`config.mk`:
```
export PLATFORM = sky130hd
export DESIGN_NAME = serializer_tx_scheduler
export DESIGN_NICKNAME = d
export VERILOG_FILES = /design/src/rtl/ser_ctrl_pkg.sv /design/src/rtl/ser_rr_picker.sv /design/src/rtl/serializer_tx_scheduler.sv
export SDC_FILE = /design/constraint.sdc
export NUM_CORES = 1
export LEC_CHECK = 0
export CAP_MARGIN = 10
export CORE_MARGIN = 1.5
export CORE_UTILIZATION = 39
export DETAILED_ROUTE_END_ITERATION = 6
export GPL_TIMING_DRIVEN = 0
export PLACE_DENSITY = 0.84
export SLEW_MARGIN = 30
export SYNTH_ARGS = -nofsm -noshare
export SYNTH_HDL_FRONTEND = slang
export SYNTH_SLANG_ARGS = --single-unit
```
`constraint.sdc`:
```
create_clock -name clock -period 5.8 [get_ports clock]
set_clock_uncertainty 0.2 [all_clocks]
set_input_delay 1.16 -clock clock [delete_from_list [all_inputs] [get_ports clock]]
set_output_delay 1.16 -clock clock [all_outputs]
set_load 0.05 [all_outputs]
```
`src/rtl/ser_ctrl_pkg.sv`:
```
// Shared types and helpers for the serializer TX scheduler.
package ser_ctrl_pkg;

  localparam int unsigned SER_DATA_W = 14;

  typedef enum logic [1:0] {
    IDLE,
    LOAD,
    BUSY,
    DONE
  } ser_state_e;

  // Width of a requester index; at least one bit.
  function automatic int unsigned grant_w(input int unsigned n);
    return (n > 1) ? $clog2(n) : 1;
  endfunction

endpackage

```
`src/rtl/ser_rr_picker.sv`:
```
// Combinational round-robin picker: first set req at or after ptr+1, wrapping.
module ser_rr_picker
  import ser_ctrl_pkg::*;
#(
  parameter int unsigned NUM_REQ = 4
) (
  input  logic [NUM_REQ-1:0]          req,
  input  logic [grant_w(NUM_REQ)-1:0] ptr,
  output logic                        found,
  output logic [grant_w(NUM_REQ)-1:0] idx
);

  localparam int unsigned GW = grant_w(NUM_REQ);

  // Distance of channel k from the highest-priority slot ptr+1.
  function automatic int unsigned rr_dist(input int unsigned k, input logic [GW-1:0] p);
    return (k + NUM_REQ - int'(p) - 1) % NUM_REQ;
  endfunction

  always_comb begin
    int unsigned best;
    best  = NUM_REQ;
    found = 1'b0;
    idx   = '0;
    for (int unsigned k = 0; k < NUM_REQ; k++) begin
      if (req[k] && (rr_dist(k, ptr) < best)) begin
        best  = rr_dist(k, ptr);
        found = 1'b1;
        idx   = GW'(k);
      end
    end
  end

endmodule

```
`src/rtl/serializer_tx_scheduler.sv`:
```
// Shares one serializer among NUM_REQ requesters with round-robin arbitration.
// Optional BUSY watchdog enabled by defining SER_TX_TIMEOUT_EN.
module serializer_tx_scheduler
  import ser_ctrl_pkg::*;
#(
  parameter int unsigned NUM_REQ        = 4,
  parameter int unsigned DATA_W         = SER_DATA_W,
  parameter int unsigned TIMEOUT_CYCLES = 1024
) (
  input  logic                        clock,
  input  logic                        resetn,
  input  logic [NUM_REQ-1:0]          req,
  input  logic [NUM_REQ*DATA_W-1:0]   req_data,
  output logic [NUM_REQ-1:0]          ack,
  output logic                        ser_start,
  output logic [DATA_W-1:0]           ser_data,
  input  logic                        ser_data_sent,
  output logic                        busy,
  output logic [grant_w(NUM_REQ)-1:0] grant_id,
  output logic                        tx_err
);

  localparam int unsigned GW = grant_w(NUM_REQ);

  ser_state_e        state_q, state_d;
  logic [GW-1:0]     grant_q, grant_d;
  logic [GW-1:0]     ptr_q, ptr_d;
  logic [DATA_W-1:0] data_q, data_d;
  logic              pick_found;
  logic [GW-1:0]     pick_idx;
  logic [DATA_W-1:0] pick_data;

  ser_rr_picker #(
    .NUM_REQ(NUM_REQ)
  ) u_picker (
    .req  (req),
    .ptr  (ptr_q),
    .found(pick_found),
    .idx  (pick_idx)
  );

  always_comb begin
    pick_data = '0;
    for (int unsigned k = 0; k < NUM_REQ; k++) begin
      if (pick_idx == GW'(k)) pick_data = req_data[k*DATA_W +: DATA_W];
    end
  end

`ifdef SER_TX_TIMEOUT_EN
  localparam int unsigned CntW = $clog2(TIMEOUT_CYCLES + 1);
  logic [CntW-1:0] cnt_q, cnt_d;
  logic            to_q, to_d;
`endif

  always_comb begin
    state_d = state_q;
    grant_d = grant_q;
    ptr_d   = ptr_q;
    data_d  = data_q;
`ifdef SER_TX_TIMEOUT_EN
    cnt_d = cnt_q;
    to_d  = to_q;
`endif
    unique case (state_q)
      IDLE: begin
        if (pick_found) begin
          state_d = LOAD;
          grant_d = pick_idx;
          data_d  = pick_data;
        end
      end
      LOAD: begin
        state_d = BUSY;
`ifdef SER_TX_TIMEOUT_EN
        cnt_d = '0;
        to_d  = 1'b0;
`endif
      end
      BUSY: begin
        if (ser_data_sent) begin
          state_d = DONE;
`ifdef SER_TX_TIMEOUT_EN
        end else if (cnt_q == CntW'(TIMEOUT_CYCLES - 1)) begin
          state_d = DONE;
          to_d    = 1'b1;
        end else begin
          cnt_d = cnt_q + 1'b1;
`endif
        end
      end
      DONE: begin
        state_d = IDLE;
        ptr_d   = grant_q;
      end
      default: state_d = IDLE;
    endcase
  end

  always_ff @(posedge clock or negedge resetn) begin
    if (!resetn) begin
      state_q <= IDLE;
      grant_q <= '0;
      ptr_q   <= GW'(NUM_REQ - 1);
      data_q  <= '0;
    end else begin
      state_q <= state_d;
      grant_q <= grant_d;
      ptr_q   <= ptr_d;
      data_q  <= data_d;
    end
  end

`ifdef SER_TX_TIMEOUT_EN
  always_ff @(posedge clock or negedge resetn) begin
    if (!resetn) begin
      cnt_q <= '0;
      to_q  <= 1'b0;
    end else begin
      cnt_q <= cnt_d;
      to_q  <= to_d;
    end
  end

  assign tx_err = (state_q == DONE) && to_q;
`else
  assign tx_err = 1'b0;
`endif

  always_comb begin
    for (int unsigned k = 0; k < NUM_REQ; k++) begin
      ack[k] = (state_q == DONE) && (grant_q == GW'(k));
    end
  end

  assign busy      = (state_q != IDLE);
  assign ser_start = (state_q == LOAD);
  assign ser_data  = data_q;
  assign grant_id  = grant_q;

endmodule

```
Word level (Yosys, flattened, before mapping):

Index checks and enable logic that the tools add are counted.
Widths: inputs -> output; s select.

* register bits after elaboration: 20
* bits of input ports: 63
* output and inout bits: 23
* logic and storage cells: 58

* $add $sub $neg: 8
* magnitude comparators: 4
* equal/unequal tests: 11
* mux-type cells: 17
* reduce and logical (&&, ||, !) cells: 14

Operators with widths (number)
* $mux 14: 4
* $eq 2x2->1 const B: 6
* $lt 2x3->1: 3
* $mux 3: 3
* $logic_and 1x1->1: 8
* $mux 2: 4
* $pmux 2 s4: 1
* $sub 2x1->2 const B: 4
* $eq 2x1->1 const B: 3
* $logic_not 2->1: 3
* $mux 1: 5
* $ne 2x2->1 const B: 2
* $reduce_and 2->1: 2
* $sub 1x2->2 const A: 2
* $sub 2x2->2 const A: 2
* $lt 2x3->1 const B: 1
* $reduce_bool 2->1: 1

Logic depth before layout (Yosys ltp):

* word-level depth: 19
* mapped depth: 20
* gate-level depth less buffers: 17

Cells and area by module:

A second synthesis with hierarchy kept.

* cell total of the unflattened synthesis: 140
* area, all modules: 1466.4 um2

By module, submodules not included
* serializer_tx_scheduler: times used 1, cells an instance 110, area an instance 1260.0 um2, sequential area each 503.0 um2
* ser_rr_picker: times used 1, cells an instance 30, area an instance 206.4 um2, sequential area each 0.0 um2

Worst setup path after synthesis:

OpenSTA, ideal clock, no wires.

* path kind: input-to-reg
* start: in req[0]
* end: reg data_q[0] (netlist: ser_data[0])
* library setup time: 0.124 ns
* arrival time: 4.419 ns
* required time: 5.476 ns
* path slack: 1.057 ns
* stages: 17
* path buffers: 3
* cell sequence: nand2_1 -> ha_1 -> nand2_1 -> a22oi_2 -> buf_6 -> o21ai_0 -> ha_1 -> and4b_1 -> a22o_1 -> buf_6 -> mux2_2 -> ha_1 -> o31ai_1 -> a311o_4 -> buf_6 -> o22ai_1 -> o31ai_2

* word-level cells in the longest chain between the ends: 16
* elaborated cells on any way between the ends: 26
* those cells by class: order compare (3); eq/ne (3); mux (14); reduce/logical (6)

RTL lines
* start, declared: line serializer_tx_scheduler.sv:12 `input logic [NUM_REQ-1:0] req,`
* $logic_and 1x1->1 *: line ser_rr_picker.sv:26 `if (req[k] && (rr_dist(k, ptr) < best)) begin`
* $mux 3: line ser_rr_picker.sv:26
* $lt 2x3->1: line ser_rr_picker.sv:26
* $logic_and 1x1->1: line ser_rr_picker.sv:26
* $mux 3: line ser_rr_picker.sv:26
* $lt 2x3->1: line ser_rr_picker.sv:26
* $logic_and 1x1->1: line ser_rr_picker.sv:26
* $mux 3: line ser_rr_picker.sv:26
* $lt 2x3->1: line ser_rr_picker.sv:26
* $logic_and 1x1->1: line ser_rr_picker.sv:26
* $mux 2: line ser_rr_picker.sv:26
* $logic_not 2->1: line serializer_tx_scheduler.sv:45 `if (pick_idx == GW'(k)) pick_data = req_data[k*DATA_W +: DATA_W];`
* $mux 14 (4 in a row): line serializer_tx_scheduler.sv:45
* end signal, assigned: line serializer_tx_scheduler.sv:109 `data_q <= data_d;`
* end, declared: line serializer_tx_scheduler.sv:28 `logic [DATA_W-1:0] data_q, data_d;`

Every way passes the cells marked *; elsewhere a longest branch is shown, timed or not.
A chain may end at the register's enable or synchronous reset.

Worst setup path after layout:

* start: in req[0]
* end: reg data_q[5] (netlist: ser_data[5])

The elaborated chain is that of the path after synthesis.

==> reports/results.ini <==
[status]
status=complete, no violations

[detailed_routing]
wl_met3_um=382
drtAntennaViolNets=0
wire_per_inst_um=14.5
drt-pass1-iter-count=4
met1_length_um=1750
vias=1572
dr.first_iter.drc_count=59
drc=0
highest_layer=met4
viasPerCell=5.31
wl_um=4280
wl_met2_um=2090

[pwr]
power_density_nw_per_um2=623
vdd_drop_max_mv=0.339
power.leakage_nw=1.06

[setup_path]
critPathSlowestCell=clkdlybuf4s50_1
critPathCaptureType=register
critPathKind=primary input to register
cp_slowest_stage_delay_ns=0.59
rrSetupSlack_ns=1.18
cp_num_buf_inv=4
reg2reg_from=ptr_q[0]
r2r_end=ser_data[5]
rr_worst_depth=18
critical_path.startpoint=req[0]
required_ns=5.77
crit_fanout=10
start_kind=primary input
cpMostUsedCell=nand2_1
cp.arrival_ns=5.44
worstPathCellList=clkdlybuf4s50_1 -> nand2_1 -> ha_1 -> nand2_1 -> a22oi_2 -> buf_6 -> nand2_1 -> o21ai_0 -> ha_1 -> o22ai_1 -> a22o_1 -> buf_6 -> mux2_2 -> ha_1 -> nand2_1 -> and3_1 -> o32ai_4 -> buf_6 -> nor2_2 -> o31ai_2
critPathTopFamily=buffers and inverters

[synth]
ys_seq_area_share_pct=32.4
ys_seq_elements=20
yosys_warnings=0
netlist_instances=159
syn_area_um2=1550
synthDistinctLibCells=40
synth_nets=230
syn_area_per_cell_um2=9.77

[floorplan]
initial_utilization_pct=41.5
dieArea_um2=4370
rows=22
io-pin-count=86
die_w_um=66.1
fp.coreArea_um2=3740
die_h_um=66.1

[layout]
diodes=0
layout-drive-gt1-share_pct=19.8
layout_commonest_cell=clkdlybuf4s50_1
layout_common_cells=clkdlybuf4s50_1, nand2_1, dfrtp_1
utilization_pct=67.7
area_delta_synth_final_pct=63.1
nets=320

[global_route]
grt_overflow=0
grt_max_degree=21
grt_pass1_vias=1614
antenna_found_initial=0
grt_use_total_pct=21.0
grt_pass1_wl_um=7130

[sta]
fin_crit_sh_pct=94.4
worst_pin_slew_ns=0.591
final-hold-violation-count=0
drv_slew=0
worst_hold_slack_ns=0.282
setup_viol=0
rsz0062_at_grt=false
maxSlewHeadroom_pct=60.5
finalCriticalPeriod_ns=5.47
fmax_mhz=183
setup-tns-final_ns=0
fin_ws_ns=0.327

[worst_hold_path]
holdCritStartpoint=ser_data[7]
hold_path_end=ser_data[7]
min_delay_path_depth=2
hold_path.class=register to register

[clock_network]
clk_path_buf_depth=2
hold_buffers=0
htreeDepth=1
clock_sinks=20
cts_inserted_buffers=3
cts_tree=yes
root_buffer=clkbuf_8
clkSlewWorstSetupHoldPaths_ns=0.08
clkLatencyLatePin_ns=0.26

[job]
drv_cap=0

[place]
hpwl_um=3360
numPortBuffers=84
dp_slack_ns=-0.319
gp_congestion=0.859

-- sequential cells by signal (all words and copies together) (netlist names) --
register  count
ptr_q         2
state_q       2
ser_data     14
grant_id      2
-- layer usage --
metal / vias up / global-route usage [%]
met1: 739 / 25.3
met5: - / 0
met2: 65 / 36.6
met4: 0 / 5.61
met3: 6 / 5.62
li1: 762 / -
-- cell type report --
class / instances / area (um2)
timing repair buffer: 85 / 843
multi-input combinational: 119 / 943
fill: 317 / 1210
clock inverter: 1 / 30.0
buffer: 8 / 68.8
tap: 48 / 60.1
sequential: 20 / 503
clock buffer: 3 / 41.3
inverter: 12 / 45.0
-- kinds of logic after synthesis --
group | share of synthesized area (%)
and+or+nand+nor | 14.0
xor gates and xnor gates | 0.564
AOI/OAI and AO/OA | 27.9
adders and majority gates | 6.44
muxes | 11.2
other | 0.241
DFF | 32.4
buffers and inverters | 7.33
-- cells in the mapped netlist --
cell	number	area [um2]
o221ai_1	4	35.0
o31ai_1	2	15.0
dfrtp_1	18	450
nor3b_1	1	7.51
a21oi_1	2	10.0
o22ai_1	10	62.6
nand2_2	1	6.26
nor2_1	2	7.51
conb_1	1	3.75
and3_1	2	12.5
dfstp_2	2	52.6
o21a_1	6	45.0
a311o_4	1	20.0
buf_4	2	15.0
buf_2	1	5.00
o32ai_4	1	27.5
nor3_1	1	5.00
clkbuf_1	1	3.75
o21ai_0	6	30.0
mux2_2	11	124
a22oi_2	1	12.5
or3_1	1	6.26
o21ai_2	1	8.76
o32a_1	1	10.0
xor2_1	1	8.76
mux2i_1	5	50.1
nor2b_1	1	6.26
o211ai_1	1	7.51
and4b_1	1	10.0
a31o_1	1	8.76
nor2_2	8	50.1
and3b_1	1	8.76
inv_1	12	45.0
ha_1	8	100
nand2_1	22	82.6
a31oi_1	5	31.3
buf_6	4	45.0
nor4b_2	1	15.0
a22o_1	1	8.76
o31ai_2	8	100
-- what timing repair did --
| item | 4_1_cts | 5_1_grt |
|---|---|---|
| gates resized for setup | 0 | 1 |
| cloned | 0 | 0 |
| endpoints found under the setup margin | 9 | 9 |
| pin swaps | 1 | 0 |
| buffers inserted | 1 | 0 |
-- how the worst max path moves through the flow --
| stage | endpoint | slack [ns] | cells after the start |
|---|---|---|---|
| after floorplan | ser_data[0] | 1.06 | 17 |
| after global placement | ser_data[7] | -0.23 | 19 |
| after detailed placement | ser_data[12] | -0.32 | 19 |
| after CTS | ser_data[12] | 0.20 | 19 |
| after global routing | ser_data[1] | 0.03 | 18 |
| final | ser_data[5] | 0.33 | 20 |
-- metrics by stage --
| step | area [um2] | cells | total power, W |
|---|---|---|---|
| global placement | 2450 | 291 | 0.00141 |
| finish | 2530 | 296 | 0.00158 |
| global route | 2530 | 296 | 0.00169 |
| CTS | 2530 | 296 | 0.00159 |
| detailed placement | 2450 | 291 | 0.00144 |
| floorplan | 1550 | 159 | 0.00110 |
-- worst reg2reg max path, stage by stage, from the launching register on --
cell	delay, ns
dfstp_2	0.60
xor2_1	0.27
ha_1	0.30
nand2_1	0.11
a22oi_2	0.10
buf_6	0.18
o21ai_0	0.25
ha_1	0.29
o22ai_1	0.14
a22o_1	0.24
buf_6	0.17
mux2_2	0.34
ha_1	0.32
nand2_1	0.09
and3_1	0.22
o32ai_4	0.22
buf_6	0.24
nor2_2	0.05
o31ai_2	0.21
-- where the power goes --
| part | leakage [nW] | internal [W] | switching, W | total [W] |
|---|---|---|---|---|
| Sequential | 0.234 | 0.000219 | 0.0000523 | 0.000271 |
| Clock | 0.0357 | 0.0000921 | 0.0000480 | 0.000140 |
| Combinational | 0.787 | 0.000466 | 0.000701 | 0.00117 |
| Total | 1.06 | 0.000777 | 0.000801 | 0.00158 |
(Power assumes the default switching activity.)
==> variant 1: new RTL, same flow settings <==
The option `SER_TX_TIMEOUT_EN` is turned on by a define.
--- a/src/rtl/serializer_tx_scheduler.sv
+++ b/src/rtl/serializer_tx_scheduler.sv
@@ -2,2 +2,4 @@
 // Optional BUSY watchdog enabled by defining SER_TX_TIMEOUT_EN.
+`define SER_TX_TIMEOUT_EN
+
 module serializer_tx_scheduler
Behaviour: same outputs for any inputs over 10 cycles, from zero or initial values and one cycle with resetn low; that may be too few to reach the edited logic, so the function may still have changed.
==> variant 1 against the unedited design <==
Critical path depth is the same; sequential share of layout area is 5.1 points higher; sequential cell count up 12; register-to-register slack worse by 0.36 ns; routed wire length is 40% higher; synthesized area grew 37%; count of clock-buffer cells in the layout grew 5; first-iteration DRC count increased by 78%; core utilization down 5.4 points; setup slack improved by 0.14 ns; global-route usage decreased by 0.54 points; final area rose by 27%; power grew 4.0%; critical path type unchanged.
==> variant 1: results (changes against the unedited design) <==
* Number of levels the H-tree was split into at 2 (was 1)
* Cell Count Post-Placement at 397 (was 291)
* Power density relative to cell area at 509 nW/um2 (was 623 nW/um2)
* Vias in the first global route at 2069 (was 1614)
* Ys flop type: dfrtp_1 (unchanged)
* Synthesized Nets at 313 (was 230)
* Power in sequential cells at 0.360 mW (was 0.271 mW)
* Drt wl/cell at 14.7 um (was 14.5 um)
* Worst min-delay path class: flip-flop to flip-flop (unchanged)
* Sequential cell area fraction in the yosys report at 37.7% (was 32.4%)
* Routability congestion estimate from global placement at 0.886 (was 0.859)
* Average vias per placed instance at 5.35 (was 5.31)
* Total cell area at the placement stage at 3090 um2 (was 2450 um2)
* Final HPWL DP at 4620 um (was 3360 um)
* Pin count of the biggest net entering global routing at 23 (was 21)
* Flip-flop count of the largest register, all copies and words added at 14 (unchanged)
* Fraction of layout instances using a drive strength above 1 at 11.0% (was 19.8%)
* Final-stage net count at 408 (was 320)
* Clock Path Buffers at 2 (unchanged)
* Wire length of the first global-routing pass at 9680 um (was 7130 um)
* Top cells by area, synth: dfrtp_1 35%, nand2_1 6.3%, ha_1 5.3% (was dfrtp_1 29%, mux2_2 8.0%, ha_1 6.4%)
* Number of hold violations in the final report at 0 (unchanged)
* Commonest cells in the synthesized netlist: 36 x nand2_1, 30 x dfrtp_1, 21 x nor2_1 (was 22 x nand2_1, 18 x dfrtp_1, 12 x inv_1)
* Worst slack at placement at -0.463 ns (was -0.319 ns)
* Switching share of power at 48.9% (was 50.8%)
* Final-layout setup total negative slack at 0 ns (unchanged)
* Clk Latency, worst-skew pair at 0.29 ns (was 0.26 ns)
* Share of synthesized registers carrying an async set or reset at 100% (unchanged)
* Biggest cell delay along the critical path at 0.34 ns (was 0.59 ns)
* Part of the total power dissipated in combinational logic at 67.1% (was 73.9%)
* Worst-path fanout max at 10 (unchanged)
* Yosys warnings at 0 (unchanged)
* Antenna violations before repair at 0 (unchanged)
* Global router's overall resource usage at 20.5% (was 21.0%)
* Cell chosen for the clock root: clkbuf_8 (unchanged)
* Arr. time, crit path at 5.30 ns (was 5.44 ns)
* Clock buffers created by TritonCTS at 5 (was 3)
* Number of unique standard cell types used by synthesis at 46 (was 40)
* Maximum vdd drop at 0.000251 V (was 0.000339 V)
* Iteration count of the initial detailed-routing pass at 4 (unchanged)
* Transition time at the pin with the least slew margin at 0.578 ns (was 0.591 ns)
* Synth Instances at 241 (was 159)
* Via count at 2179 (was 1572)
* Clock transition time at the flip-flop clock pins of the worst setup and hold paths at 0.07 ns
* Status: complete, no violations (unchanged)
* Static leakage power at 1.34 nW (was 1.06 nW)
* ANT cells at 0 (unchanged)
* First DRT Iteration DRCs at 105 (was 59)
* Crit path max-delay cell type: mux2_2 (was clkdlybuf4s50_1)
* Port Buffers at 85 (was 84)
* Fillcell total at 451 (was 317)
==> variant 1: path summary, 6_finish.rpt <==
kind	cells past startpoint	startpoint	slack, ns	endpoint
setup / recovery	20	req[0]	0.47	ser_data[4]
hold / removal	2	ser_data[2]	0.30	ser_data[2]
setup reg to reg	19	ptr_q[0]	0.82	ser_data[4]
hold reg to reg	2	ser_data[2]	0.30	ser_data[2]
max in group asynchronous	2	resetn	4.37	ptr_q[1]
min in group asynchronous	1	resetn	0.55	ser_data[8]
==> variant 1: what timing repair did <==
action | 4_1_cts | 5_1_grt
gates cloned | 0 | 0
pin swaps | 2 | 2
gates resized for setup | 2 | 2
setup buffers | 1 | 1
endpoints found under the hold margin | 0 | 0
endpoints found under the setup margin | 15 | 16
==> variant 1: cell families after synthesis <==
kind of cell    Yosys count  share of synthesized area, %
xor+xnor                  8                          3.29
simple gates             98                          22.1
compound gates           67                          23.9
buf+inv                  22                          4.87
fa+ha+maj                 9                          5.28
mux                       5                          2.82
flops                    32                          37.7
==> variant 1: cell type report <==
class                   count  area [um2]  share of cell area, %
plain buffers              12        68.8                   2.14
multi-input cells         187        1230                   38.2
clock buffers               8        90.1                   2.80
flip-flops and latches     32         803                   24.9
inverters                  10        37.5                   1.16
well taps                  70        87.6                   2.72
repair buffers             88         903                   28.0
==> variant 1: per-layer routing <==
metal  vias up  global-route usage, %  part of all wire [%]
li1       1056                      -                     -
met1      1046                   26.3                    43
met2        72                   34.6                    50
met3         5                   4.05                   6.0
met4         0                   6.11                  0.84
met5         -                      0                     0
==> variant 1: worst max-delay path: cells and delay by family <==
family	cells	cell delay, ns
buf+inv	5	1.05
fa+ha+maj	3	0.92
simple gates	2	0.25
mux	1	0.34
compound gates	9	1.55
==> variant 2: new RTL, same settings <==
Without the edit above. Take the reset off `data_q` and load it in a clocked block of its own.
--- a/src/rtl/serializer_tx_scheduler.sv
+++ b/src/rtl/serializer_tx_scheduler.sv
@@ -103,3 +103,2 @@
       ptr_q   <= GW'(NUM_REQ - 1);
-      data_q  <= '0;
     end else begin
@@ -108,4 +107,7 @@
       ptr_q   <= ptr_d;
-      data_q  <= data_d;
     end
+  end
+
+  always_ff @(posedge clock) begin
+    data_q <= data_d;
   end
Function: changed (a bounded check fails within 4 cycles, from zero or initial values and one cycle with resetn low).
==> variant 2 against the unedited design <==
Register-to-register slack worse by 0.04 ns; setup slack improved by 0.059 ns; critical endpoint is now ser_data[0]; sequential cell count unchanged; sequential power is 16% higher; clock power down 36%; die area decreased by 7.4%; power is 16% lower; routed wire length shrank 7.7%; final area fell by 4.9%; highest routed layer unchanged; synthesized area fell by 7.7%.
==> variant 2: results (changes against the unedited design) <==
* Maximum vdd drop at 0.000349 V (was 0.000339 V)
* Worst-path fanout max at 10 (unchanged)
* Final HPWL DP at 3150 um (was 3360 um)
* Status: complete, no violations (unchanged)
* Synthesized Nets at 209 (was 230)
* Fraction of layout instances using a drive strength above 1 at 14.5% (was 19.8%)
* Arr. time, crit path at 5.28 ns (was 5.44 ns)
* Critical Path Sink: ser_data[0] (was ser_data[5])
* Global router's overall resource usage at 19.4% (was 21.0%)
* Via count at 1351 (was 1572)
* First DRT Iteration DRCs at 56 (was 59)
* Transition time at the pin with the least slew margin at 0.699 ns (was 0.591 ns)
* Final instance count without filler cells at 274 (was 296)
* Pin count of the biggest net entering global routing at 16 (was 21)
* Post-route worst hold slack at 0.371 ns (was 0.282 ns)
* Endpoint, Worst Hold: ptr_q[1] (was ser_data[7])
* Routability congestion estimate from global placement at 0.700 (was 0.859)
* R2r setup slk at 1.14 ns (was 1.18 ns)
* Post-synth EDFFs at 14 (was 0)
* Number of levels the H-tree was split into at 1 (unchanged)
* Ys flop type: edfxtp_1 (was dfrtp_1)
* Top cells by area, synth: edfxtp_1 29%, mux2_2 13%, mux2i_1 9.8% (was dfrtp_1 29%, mux2_2 8.0%, ha_1 6.4%)
* Wire length of the first global-routing pass at 6140 um (was 7130 um)
* Seq pwr share at 23.7% (was 17.2%)
* Commonest cells in the synthesized netlist: 21 x nand2_1, 16 x mux2_2, 14 x edfxtp_1, 14 x mux2i_1, 11 x o21ai_0 (was 22 x nand2_1, 18 x dfrtp_1, 12 x inv_1)
* Final-stage net count at 300 (was 320)
* Sequential cell area fraction in the yosys report at 40.0% (was 32.4%)
* Net load switching power at 0.638 mW (was 0.801 mW)
* Cell count of the worst reg-to-reg path at 19 (was 18)
* Static leakage power at 0.956 nW (was 1.06 nW)
* Number of unique standard cell types used by synthesis at 35 (was 40)
* Synthesized-area fraction occupied by xor and xnor cells at 0.611% (was 0.564%)
* Share of synthesized area spent on multiplexers at 22.3% (was 11.2%)
* Part of the total power dissipated in combinational logic at 69.5% (was 73.9%)
* Vias in the first global route at 1275 (was 1614)
* Crit path max-delay cell type: clkdlybuf4s50_1 (unchanged)
* Combinational family with the most area after synthesis: multiplexers (was compound AO/OA/AOI/OAI gates)
* Compound-gate portion of the synthesized area at 12.7% (was 27.9%)
* Share of synthesized registers carrying an async set or reset at 30.0% (was 100%)
* Sum of routed wire length over all layers at 3950 um (was 4280 um)
* Power in the clock group at 0.0900 mW (was 0.140 mW)
* Synth Instances at 138 (was 159)
* Biggest cell delay along the critical path at 0.57 ns (was 0.59 ns)
* Startpoint of the worst hold path: ptr_q[1] (was ser_data[7])
* Post-synthesis adder-cell area fraction at 6.98% (was 6.44%)
-- variant 2: cell types whose count changed after synthesis, moves of 3 or more --
cell      delta
o21ai_1      +9
inv_1        -4
dfrtp_1     -14
o221ai_1     -4
nor2_2       -8
o22ai_1      -9
o21a_1       -5
a31oi_1      -5
o31ai_2      -8
buf_6        -3
mux2_2       +5
edfxtp_1    +14
o21ai_0      +5
mux2i_1      +9
-- variant 2: worst reg2reg max path: cells and delay by family, from the launching register on --
family	cells	cell delay, ns
buffers and inverters	4	0.75
AOI/OAI and AO/OA	8	1.19
and+or+nand+nor	2	0.35
DFF	1	0.60
xor gates and xnor gates	1	0.25
muxes	1	0.35
adders and majority gates	3	0.77
-- variant 2: routing by layer --
| layer | vias up | routed length, um | GRT usage [%] |
|---|---|---|---|
| li1 | 673 | - | - |
| met1 | 615 | 1670 | 24.3 |
| met2 | 59 | 2020 | 34.9 |
| met3 | 4 | 232 | 3.57 |
| met4 | 0 | 38 | 3.26 |
| met5 | - | 0 | 0 |
-- variant 2: timing repair --
item,in CTS,in global routing
hold buffers,0,0
endpoints found under the setup margin,9,15
resized for setup,2,6
pin swaps,0,1
buffers inserted,0,2
-- variant 2: final cells by class --
type / count / area [um2]
Fill cell: 270 / 1030
Timing Repair Buffer: 86 / 856
Multi-Input combinational cell: 103 / 782
Sequential cell: 20 / 573
Buffer: 7 / 66.3
Tap cell: 46 / 57.6
Clock buffer: 3 / 41.3
Inverter: 8 / 30.0
Clock inverter: 1 / 3.75
-- variant 2: per-stage QoR --
step / worst slack [ns] / cell area [um2]
after floorplan: 1.07 / 1430
after global placement: -0.138 / 2330
after detailed placement: -0.270 / 2330
after CTS: 0.0331 / 2390
after global routing: 0.0522 / 2410
final: 0.386 / 2410
